==> config.mk <==
export PLATFORM = sky130hd
export DESIGN_NAME = hdma_ctrl
export DESIGN_NICKNAME = d
export VERILOG_FILES = /design/src/rtl/hdma_ctrl.sv
export SDC_FILE = /design/constraint.sdc
export NUM_CORES = 1
export LEC_CHECK = 0
export BUFFER_PORTS_ARGS = -buffer_cell sky130_fd_sc_hd__buf_2
export CORE_UTILIZATION = 40
export DETAILED_ROUTE_END_ITERATION = 8
export PLACE_DENSITY = 0.7
export REMOVE_ABC_BUFFERS = 1
export SLEW_MARGIN = 40
export SYNTH_ARGS = -nofsm -noshare
export SYNTH_HDL_FRONTEND = slang
export SYNTH_SLANG_ARGS = --single-unit
==> constraint.sdc <==
create_clock -name clk -period 4.05 [get_ports clk]
set_input_delay 0.6075 -clock clk [delete_from_list [all_inputs] [get_ports clk]]
set_output_delay 0.6075 -clock clk [all_outputs]
set_load 0.05 [all_outputs]
==> src/rtl/hdma_ctrl.sv <==
// HDMA/GDMA controller: copies 16-byte blocks from the external bus into VRAM,
// either all at once (general DMA) or one block per horizontal blank.
//
// state  | meaning
// -------+------------------------------------------------------------
// IDLE   | no transfer; CTRL write with bit7=0 starts GDMA, bit7=1 HDMA
// GDMA   | all remaining blocks back-to-back, CPU stalled throughout
// HWAIT  | HDMA armed, waiting for the next hblank rising edge
// HBLOCK | HDMA copying exactly one block, CPU stalled
module hdma_ctrl (
  input  logic        clk,
  input  logic        rst,
  input  logic [15:0] mmio_a,
  input  logic [7:0]  mmio_din,
  output logic [7:0]  mmio_dout,
  input  logic        mmio_rd,
  input  logic        mmio_wr,
  input  logic        hblank,
  output logic [15:0] dma_a,
  input  logic [7:0]  dma_din,
  output logic [7:0]  dma_dout,
  output logic        dma_rd,
  output logic        dma_wr,
  output logic        occupy_extbus,
  output logic        occupy_vidbus,
  output logic        cpu_stall
);

  typedef enum logic [1:0] {IDLE, GDMA, HWAIT, HBLOCK} state_t;

  state_t      state, state_nxt;
  logic [7:0]  src_hi;
  logic [3:0]  src_lo;
  logic [4:0]  dst_hi;
  logic [3:0]  dst_lo;
  logic [15:0] src_cnt;
  logic [12:0] dst_cnt;   // offset into 0x8000-0x9FFF, wraps naturally
  logic [6:0]  remaining;
  logic [1:0]  phase;
  logic [3:0]  byte_cnt;
  logic [7:0]  data_q;
  logic        hblank_q;
  logic        cancel;

  logic wr_ctrl, stop_req, transferring, block_end, hblank_rise, load;

  assign wr_ctrl      = mmio_wr && (mmio_a == 16'hFF55);
  assign stop_req     = wr_ctrl && !mmio_din[7];
  assign transferring = (state == GDMA) || (state == HBLOCK);
  assign block_end    = transferring && (phase == 2'd3) && (byte_cnt == 4'hF);
  assign hblank_rise  = hblank && !hblank_q;

  // State register
  always_ff @(posedge clk or posedge rst) begin
    if (rst) state <= IDLE;
    else     state <= state_nxt;
  end

  // Next-state decode and bus outputs
  always_comb begin
    state_nxt     = state;
    load          = 1'b0;
    dma_rd        = 1'b0;
    dma_wr        = 1'b0;
    dma_a         = 16'h0000;
    dma_dout      = data_q;
    occupy_extbus = transferring;
    occupy_vidbus = transferring;
    cpu_stall     = transferring;
    case (state)
      IDLE: begin
        if (wr_ctrl) begin
          load      = 1'b1;
          state_nxt = mmio_din[7] ? HWAIT : GDMA;
        end
      end
      GDMA: begin
        if (block_end && remaining == 7'd0) state_nxt = IDLE;
      end
      HWAIT: begin
        if (stop_req)         state_nxt = IDLE;
        else if (hblank_rise) state_nxt = HBLOCK;
      end
      HBLOCK: begin
        // A stop arriving on the very last byte must still end the run.
        if (block_end)
          state_nxt = (remaining == 7'd0 || cancel || stop_req) ? IDLE : HWAIT;
      end
      default: state_nxt = IDLE;
    endcase
    if (transferring) begin
      dma_rd = !phase[1];
      dma_wr = (phase == 2'd2);
      dma_a  = phase[1] ? {3'b100, dst_cnt} : src_cnt;
    end
  end

  // CPU register read path; only CTRL carries information
  always_comb begin
    mmio_dout = 8'hFF;
    if (mmio_rd && mmio_a == 16'hFF55) mmio_dout = {state == IDLE, remaining};
  end

  // Registers, counters and byte sequencing
  always_ff @(posedge clk or posedge rst) begin
    if (rst) begin
      src_hi    <= 8'h00;
      src_lo    <= 4'h0;
      dst_hi    <= 5'h00;
      dst_lo    <= 4'h0;
      src_cnt   <= 16'h0000;
      dst_cnt   <= 13'h0000;
      remaining <= 7'h7F;
      phase     <= 2'd0;
      byte_cnt  <= 4'h0;
      data_q    <= 8'h00;
      hblank_q  <= 1'b0;
      cancel    <= 1'b0;
    end else begin
      hblank_q <= hblank;
      if (mmio_wr) begin
        case (mmio_a)
          16'hFF51: src_hi <= mmio_din;
          16'hFF52: src_lo <= mmio_din[7:4];
          16'hFF53: dst_hi <= mmio_din[4:0];
          16'hFF54: dst_lo <= mmio_din[7:4];
          default: ;
        endcase
      end
      if (load) begin
        src_cnt   <= {src_hi, src_lo, 4'h0};
        dst_cnt   <= {dst_hi, dst_lo, 4'h0};
        remaining <= mmio_din[6:0];
        phase     <= 2'd0;
        byte_cnt  <= 4'h0;
        cancel    <= 1'b0;
      end else if (transferring) begin
        phase <= phase + 2'd1;
        if (phase == 2'd1) data_q <= dma_din;
        if (phase == 2'd3) begin
          src_cnt  <= src_cnt + 16'd1;
          dst_cnt  <= dst_cnt + 13'd1;
          byte_cnt <= byte_cnt + 4'd1;
        end
        if (block_end) remaining <= remaining - 7'd1;
        if (state == HBLOCK && stop_req) cancel <= 1'b1;
      end
    end
  end

endmodule

## Word-level counts from Yosys, hierarchy flattened

Cells that the tools add are included.

- $add $sub $neg: 5
- Multiply operators: 0
- Divide/modulo/power cells: 0
- Magnitude comparators: 0
- Equality and inequality tests: 16
- Shifts and indexed selects: 0
- Mux-type cells: 32
- Bitwise gates (word level): 1
- Reductions and logical operators: 29

Operator list:

| cell | count |
|---|---|
| $eq A16 B16 Y1 const B | 5 |
| $mux W16 | 5 |
| $mux W13 | 3 |
| $mux W7 | 3 |
| $mux W2 | 9 |
| $add A16 B1 Y16 const B | 1 |
| $reduce_and A2 Y1 | 7 |
| $add A13 B1 Y13 const B | 1 |
| $mux W4 | 3 |
| $eq A2 B2 Y1 const B | 4 |
| $logic_and A1 B1 Y1 | 8 |
| $mux W8 | 1 |
| $pmux W2 S4 | 1 |
| $reduce_bool A2 Y1 | 4 |
| $logic_not A7 Y1 | 1 |
| $mux W1 | 7 |
| $sub A7 B1 Y7 const B | 1 |
| $add A4 B1 Y4 const B | 1 |
| $eq A2 B1 Y1 const B | 2 |
| $eq A4 B4 Y1 const B | 1 |
| $ne A2 B2 Y1 const B | 2 |
| $reduce_and A4 Y1 | 1 |
| $logic_not A1 Y1 | 3 |
| $logic_or A1 B1 Y1 | 3 |
| 6 further kinds | 6 |

- Register bits after elaboration: 75
- Latch bits: 0
- Memory bits (writable): 0
- Bits in read-only memories: 0
- Input bits: 37
- Output and inout bits: 37
- Word-level logic and storage cells: 96
- Memories kept: 0

## Depth between registers and ports, before layout

Gate-level depths: netlist (run 1).

- Depth in word-level cells: 7
- Gate-level depth with buffers: 8

## Worst setup path after synthesis (run 1)

OpenSTA, ideal clock, no wires.

- Path kind: reg2out
- Start: reg state[0]
- End: out dma_a[13]
- Data arrival time: 2.209 ns
- Setup slack: 1.234 ns
- Cell stages (with the launch flop): 6
- Path buffers: 3
- Path through: dfrtp_1 > clkbuf_1 > clkbuf_1 > inv_1 > clkbuf_1 > nor3_1

- Word-level cells in the longest chain between the ends: 3
- Elaborated cells between the ends (all ways): 4
- Those cells by class: eq/ne: 2; mux: 1; reduce/logical: 1

Ends and longest elaborated chain:

| what | line | RTL |
|---|---|---|
| start: declaration | 31 | `state_t state, state_nxt;` |
| start signal: assignment | 56 | `else state <= state_nxt;` |
| $eq A2 B1 Y1 / $eq A2 B2 Y1 (equally long branches) | 49 | `assign transferring = (state == GDMA) \|\| (state == HBLOCK);` |
| $logic_or A1 B1 Y1 * | 49 |  |
| $mux W16 * | 91 | `if (transferring) begin` |
| end: declaration | 19 | `output logic [15:0] dma_a,` |

Mark *: on every way between the ends. The rest lies on a longest branch, timed or not.

## Final worst setup path (run 1)

- Start: in mmio_a[3]
- End: out mmio_dout[4]

- Word-level cells in the longest chain between the ends: 3

Ends and longest elaborated chain:

| what | line | RTL |
|---|---|---|
| start: declaration | 13 | `input logic [15:0] mmio_a,` |
| $eq A16 B16 Y1 | 101 | `if (mmio_rd && mmio_a == 16'hFF55) mmio_dout = {state == IDLE, remaining};` |
| $logic_and A1 B1 Y1 | 101 |  |
| $mux W8 | 101 |  |
| end: declaration | 15 | `output logic [7:0] mmio_dout,` |

No other way between the ends.

==> results.toml, run 1 <==
[global_route]
first_global_vias = 3155
grt_use_total_pct = 19.90
grt.overflow.total = 0
grt_pass1_wl_um = 15550
grt_max_degree = 47
antenna_found_initial = 0

[status]
outcome = "finished clean"

[cts]
ctsResizeCount = 0
cts_tree = "built"
clock_path_buffers = 2
cts.htree.levels = 3
clock-sinks = 75
post_cts_buffers = 0
clk_pin_slew_ps = 80
clkLatencyLatePin_ps = 370
cts-hold-fix-buffers = 0
cts_root_buf = "clkbuf_8"
cts_buffers = 9

[detailed_routing]
first_pass_iters = 5
routed_via_density = 5.383
vias = 3273
drcViolationCount = 0
wire_per_inst_um = 15.80
drtIter0Drc = 170
routed_wl_um = 9606
final_antenna_net_count = 0

[placed_design]
dp_slack_ps = 1252
post_dp_cell_area_um2 = 4462
io_buffer_count = 73
place_congestion = 0.8920
post-dp-hpwl_um = 7003
dp_cells = 593

[yosys]
muxShareOfSynthArea_pct = 12.37
synth_seq_cells = 75
synth_compound_area_share_pct = 7.882
synth_top_area_cell = "dfrtp_1"
synth_xor_area_share_pct = 4.579
syn_area_um2 = 4016
synthFlopType = "dfrtp_1"
avgSynthCellArea_um2 = 9.917
yosys_warnings = 0
synth_area_leaders = "dfrtp_1 42%, mux2_2 8.1%, dfstp_2 4.6%"
ys_async_sr_fraction_pct = 100.0
synth_top_area_share_pct = 42.37
syn_inst = 405
synth_edf_count = 0
yosys.area_share.simple_pct = 22.21
synth_fa_ha_area_share_pct = 2.181
synth_top_family_by_area = "simple AND/OR/NAND/NOR gates"
yosysSeqAreaShare_pct = 46.95
synth_cell_types = 44

[timing]
layout_setup_ws_ps = 1220
drv_slew = 0
period_share_pct = 69.89
rsz0062_at_grt = "false"
period_minus_slack_ps = 2830
holdWs_ps = 338.3
setup_viol = 0
clock.fmax_mhz = 353.3
relSlewSlack_pct = 52.88
fin_tns_setup_ps = 0
finalClockSkew_ps = 9.160
worst_slew_pin_slew_ps = 706.0
hold_viol_final = 0

[die]
initial_utilization_pct = 41.09
core_area_um2 = 9774
io_pins = 74
fp.dieW_um = 102.2
fp.dieArea_um2 = 10450
rows = 36
die_y_um = 102.2

[critical_path]
r2r_start = "phase[1]"
crit_fanout = 7
cp.required_ps = 3440
r2r_slack_ps = 1680
critPathCaptureType = "output port"
r2r_cells = 7
startpoint = "mmio_a[3]"
r2r_end = "src_cnt[11]"
crit_arrival_ps = 2220
crit_type = "input port to output port"
cp-endpoint = "mmio_dout[4]"
cp-start-kind = "input port"

[worst_hold_path]
hold_path.class = "input port to async pin"

[power]
power.density_nw_per_um2 = 527.7
switching_share_pct = 39.52
pwr-share-comb_pct = 33.0
vdd_drop_max_v = 0.0002282
clkPwrFrac_pct = 25.9
switchingPower_uw = 975.8
power.static_leakage_nw = 2.154
seqPwrFrac_pct = 41.0
p_int_mw = 1.493

[cells_and_area]
antenna_cells = 0
fin_cells = 608
drive_gt1_share_pct = 29.89
area_growth_pct = 16.48
stdcell_area_um2 = 4678
nets = 515

[job]
max-cap-violations = 0
==> critical path, cell delays in order <==
cell and delay [ps]:
buf_2 90, nand2b_1 140, nor3_1 560, nand3_1 280, or2_2 340, buf_2 210
==> power groups by stage <==
stage,clock network [mW],registers [mW],logic (mW)
finish,0.641,1.01,0.816
global route,0.678,1.03,0.886
CTS,0.650,1.01,0.823
detailed placement,0,1.03,0.820
global placement,0,1.02,0.800
floorplan,0,1.22,0.394
==> through the flow <==
| stage | util (%) | power [mW] |
|---|---|---|
| floorplan | - | 1.611 |
| global placement | 45.65 | 1.819 |
| detailed placement | 45.65 | 1.847 |
| CTS | 47.86 | 2.486 |
| global route | 47.86 | 2.599 |
| finish | 47.86 | 2.469 |
==> layout make-up <==
cell class	count	area [um^2]
inverters	10	37.54
repair buffers	77	395.4
well taps	133	166.4
clock inverters	4	75.07
fillers	952	5096
flip-flops and latches	75	1886
clock buffers	11	141.4
multi-input cells	298	1977
==> synth_stat cells, types with 2 or more instances <==
cell type  instances
dfrtp_1           68
nor2_1            46
nand2_1           35
mux2_2            29
nand3_1           23
a21oi_1           22
mux2i_1           17
clkbuf_1          16
nand4_1           13
o21ai_0           13
xor2_1            13
nor3_1            11
inv_1             10
o211ai_1           9
xnor2_1            8
dfstp_2            7
ha_1               7
and3_1             6
or2_2              6
and4_1             5
nand2b_1           5
or3_1              4
and2_1             3
buf_4              3
buf_6              3
nor4_1             3
nor4_2             2
nor4_4             2
==> routing by layer <==
metal  track usage (%)  wire length (um)  vias to the layer above
li1                  -                 -                     1553
met1             24.78              4086                     1620
met2             34.28              4884                       87
met3             4.856               515                       13
met4             5.824               119                        0
met5                 0                 0                        -
==> cells in the final DEF (no fill, tap or decap), types with 6 or more instances in the layout <==
cell type  instances
nand4_1           13
buf_2             73
ha_1               7
nand3_1           23
xnor2_1            8
dfstp_2            7
nor3_1            11
nor2_1            46
mux2_2            29
o21ai_0           13
xor2_1            13
and3_1             6
o211ai_1           9
clkbuf_8          10
dfrtp_1           68
mux2i_1           17
nand2_1           35
or2_2              6
a21oi_1           22
inv_1              9
==> sequential cells by signal, summed over array words and instances (netlist names) <==
signal and count:
phase 2, dma_dout 8, src_hi 8, hblank_q 1
cancel 1, dst_cnt 13, remaining 7, src_lo 4
dst_lo 4, dst_hi 5, state 2, byte_cnt 4
src_cnt 16
==> worst min path at each step <==
stage | end | slack (ps) | from
floorplan | src_cnt[15] | 450 | src_hi[7]
global placement | dst_cnt[9] | 480 | dst_hi[1]
detailed placement | src_cnt[5] | 490 | src_lo[1]
CTS | hblank_q | 350 | hblank
global route | hblank_q | 350 | hblank
finish | src_cnt[1] | 340 | rst
==> kinds of logic (layout without fill, tap and decap cells) <==
| logic type | after synthesis | after routing |
|---|---|---|
| mux | 46 | 46 |
| simple gates | 171 | 171 |
| fa+ha+maj | 7 | 7 |
| buf+inv | 32 | 102 |
| xor+xnor | 21 | 21 |
| compound gates | 53 | 53 |
| flops | 75 | 75 |
Power figures use the tool's default switching activity.
==> inputs of run 2 (changes only) <==
--- a/config.mk
+++ b/config.mk
@@ -5,10 +5,11 @@
 export SDC_FILE = /design/constraint.sdc
 export NUM_CORES = 1
 export LEC_CHECK = 0
+export ABC_AREA = 1
 export BUFFER_PORTS_ARGS = -buffer_cell sky130_fd_sc_hd__buf_2
 export CORE_UTILIZATION = 40
 export DETAILED_ROUTE_END_ITERATION = 8
-export PLACE_DENSITY = 0.7
+export PLACE_DENSITY = 0.72
 export REMOVE_ABC_BUFFERS = 1
 export SLEW_MARGIN = 40
 export SYNTH_ARGS = -nofsm -noshare
==> constraint.sdc (replaced) <==
create_clock -name clk -period 2.5 [get_ports clk]
set_input_delay 0.375 -clock clk [delete_from_list [all_inputs] [get_ports clk]]
set_output_delay 0.375 -clock clk [all_outputs]
set_load 0.05 [all_outputs]
==> results.toml, run 2 <==
[status]
outcome = "finished clean"

[placed_design]
place_congestion = 0.9103
io_buffer_count = 73
post-dp-hpwl_um = 7755

[cells_and_area]
nets = 659
largest-register = "src_cnt"
drive_gt1_share_pct = 21.45
final_cell_mix = "147 x nand2_1, 73 x buf_2, 68 x dfrtp_1"
antenna_cells = 0
area_growth_pct = 16.05
final.fill_count = 1028
layout_commonest_cell = "nand2_1"
multi_input_comb_area_um2 = 1987
top_regs = "src_cnt x16, dst_cnt x13"
post-route-util_pct = 47.76
largest_register_ffs = 16
ff_latch_area_um2 = 1886

[cts]
clock-sinks = 75
cts_root_buf = "clkbuf_8"
cts-hold-fix-buffers = 0
post_cts_buffers = 0
clock_path_buffers = 2
cts_tree = "built"
clkLatencyLatePin_ps = 360
ctsResizeCount = 0
clk_pin_slew_ps = 80
cts.htree.levels = 3
cts_buffers = 9

[power]
power.density_nw_per_um2 = 468.8
power.static_leakage_nw = 2.389
vdd_drop_max_v = 0.0002888

[critical_path]
slowest_stage = "dfrtp_1"
cp-start-kind = "flop"
crit_chain = "inv_1, o21ai_0, a21oi_1, buf_2"
max_stage_delay_ps = 440
crit_type = "flop to output port"
critPathCaptureType = "output port"
cp.required_ps = 2120
crit_fanout = 18
r2r_slack_ps = 520
crit_arrival_ps = 1910

[detailed_routing]
vias = 3874
drcViolationCount = 0
wire_per_inst_um = 13.97
routed_via_density = 5.124
final_antenna_net_count = 0
routed_wl_um = 10560
first_pass_iters = 5
drtIter0Drc = 252

[timing]
period_share_pct = 91.28
holdWs_ps = 113.7
setup_viol = 0
hold_viol_final = 0
worst_slew_pin_slew_ps = 687.4
clock.fmax_mhz = 438.2
rsz0062_at_grt = "false"
drv_slew = 0
relSlewSlack_pct = 54.11
finalClockSkew_ps = 5.207
period_minus_slack_ps = 2282

[yosys]
synth_top_area_cell = "dfrtp_1"
synth_top_area_share_pct = 40.05
synth_edf_count = 0
synth_seq_cells = 75
yosysSeqAreaShare_pct = 44.38
synthFlopType = "dfrtp_1"
ys_async_sr_fraction_pct = 100.0
synth_cell_types = 41
synth_common_cells = "147 x nand2_1, 68 x dfrtp_1, 63 x inv_1, 46 x o21ai_0, 44 x nor2_1"
synth_area_leaders = "dfrtp_1 40%, nand2_1 13%, inv_1 5.6%"
syn_area_um2 = 4249
avgSynthCellArea_um2 = 7.825
syn_inst = 543
yosysMostFrequentCell = "nand2_1"
yosys_warnings = 0

[die]
die_y_um = 105.1
fp.dieArea_um2 = 11040
io_pins = 74
core_area_um2 = 10320
fp.dieW_um = 105.1
rows = 37
initial_utilization_pct = 41.16

[worst_hold_path]
hold_path.class = "input port to async pin"

[global_route]
first_global_vias = 3635
grt_pass1_wl_um = 17280
grt.overflow.total = 0
grt_max_degree = 48
grt_use_total_pct = 19.79
antenna_found_initial = 0

[job]
max-cap-violations = 0
==> run 2: final timing paths <==
| path | start | to | depth (start not counted) |
|---|---|---|---|
| worst max-delay path | phase[1] | dma_a[10] | 4 |
| worst min-delay path | rst | state[1] | 2 |
| worst max register to register | state[0] | dst_cnt[9] | 7 |
| worst min register to register | dst_lo[3] | dst_lo[3] | 2 |
| max in group asynchronous | rst | dst_cnt[8] | 3 |
| min in group clk | hblank | hblank_q | 1 |
==> run 2: final cells by class <==
type                            count  area share, %
Clock buffer                       10          2.791
Timing Repair Buffer               79          8.577
Sequential cell                    75          38.24
Inverter                           69          5.354
Clock inverter                      6          1.294
Tap cell                          136          3.451
Multi-Input combinational cell    381          40.29
==> run 2: kinds of logic after synthesis <==
kind of cell,share of synthesized area (%)
adder cells (fa/ha/maj),2.061
AO/OA/AOI/OAI,12.01
multiplexers,2.120
buffers and inverters,8.863
flip-flops,44.38
AND/OR/NAND/NOR,26.65
XOR/XNOR,3.916
==> run 2: report_power, final <==
group	total, mW	internal, mW	switching (mW)
registers	1.22	1.22	0.00299
logic	0.120	0.0376	0.0823
clock network	0.969	0.488	0.481
==> run 2: critical path, delay by kind of cell (launching register included) <==
| family | cells | cell delay (ps) |
|---|---|---|
| AOI/OAI and AO/OA | 2 | 370 |
| buffers and inverters | 2 | 730 |
| DFF | 1 | 440 |
==> run 2: routing by layer <==
layer	vias to the layer above	GRT usage, %	share of wire [%]
met4	0	7.143	2.2
met5	-	0	0
met1	1785	26.80	47
met2	163	31.93	45
met3	21	3.244	6.0
li1	1905	-	-
==> run 2: metrics by stage <==
stage	instance area [um^2]	total power, mW	worst slack (ps)	std cells	TNS (ps)
after floorplan	4136	1.310	-814.0	525	-14600
after global placement	4730	1.366	517.9	740	0
after detailed placement	4730	1.369	475.3	740	0
after CTS	4931	2.321	194.3	756	0
after global routing	4931	2.383	92.17	756	0
final	4931	2.312	218.0	756	0
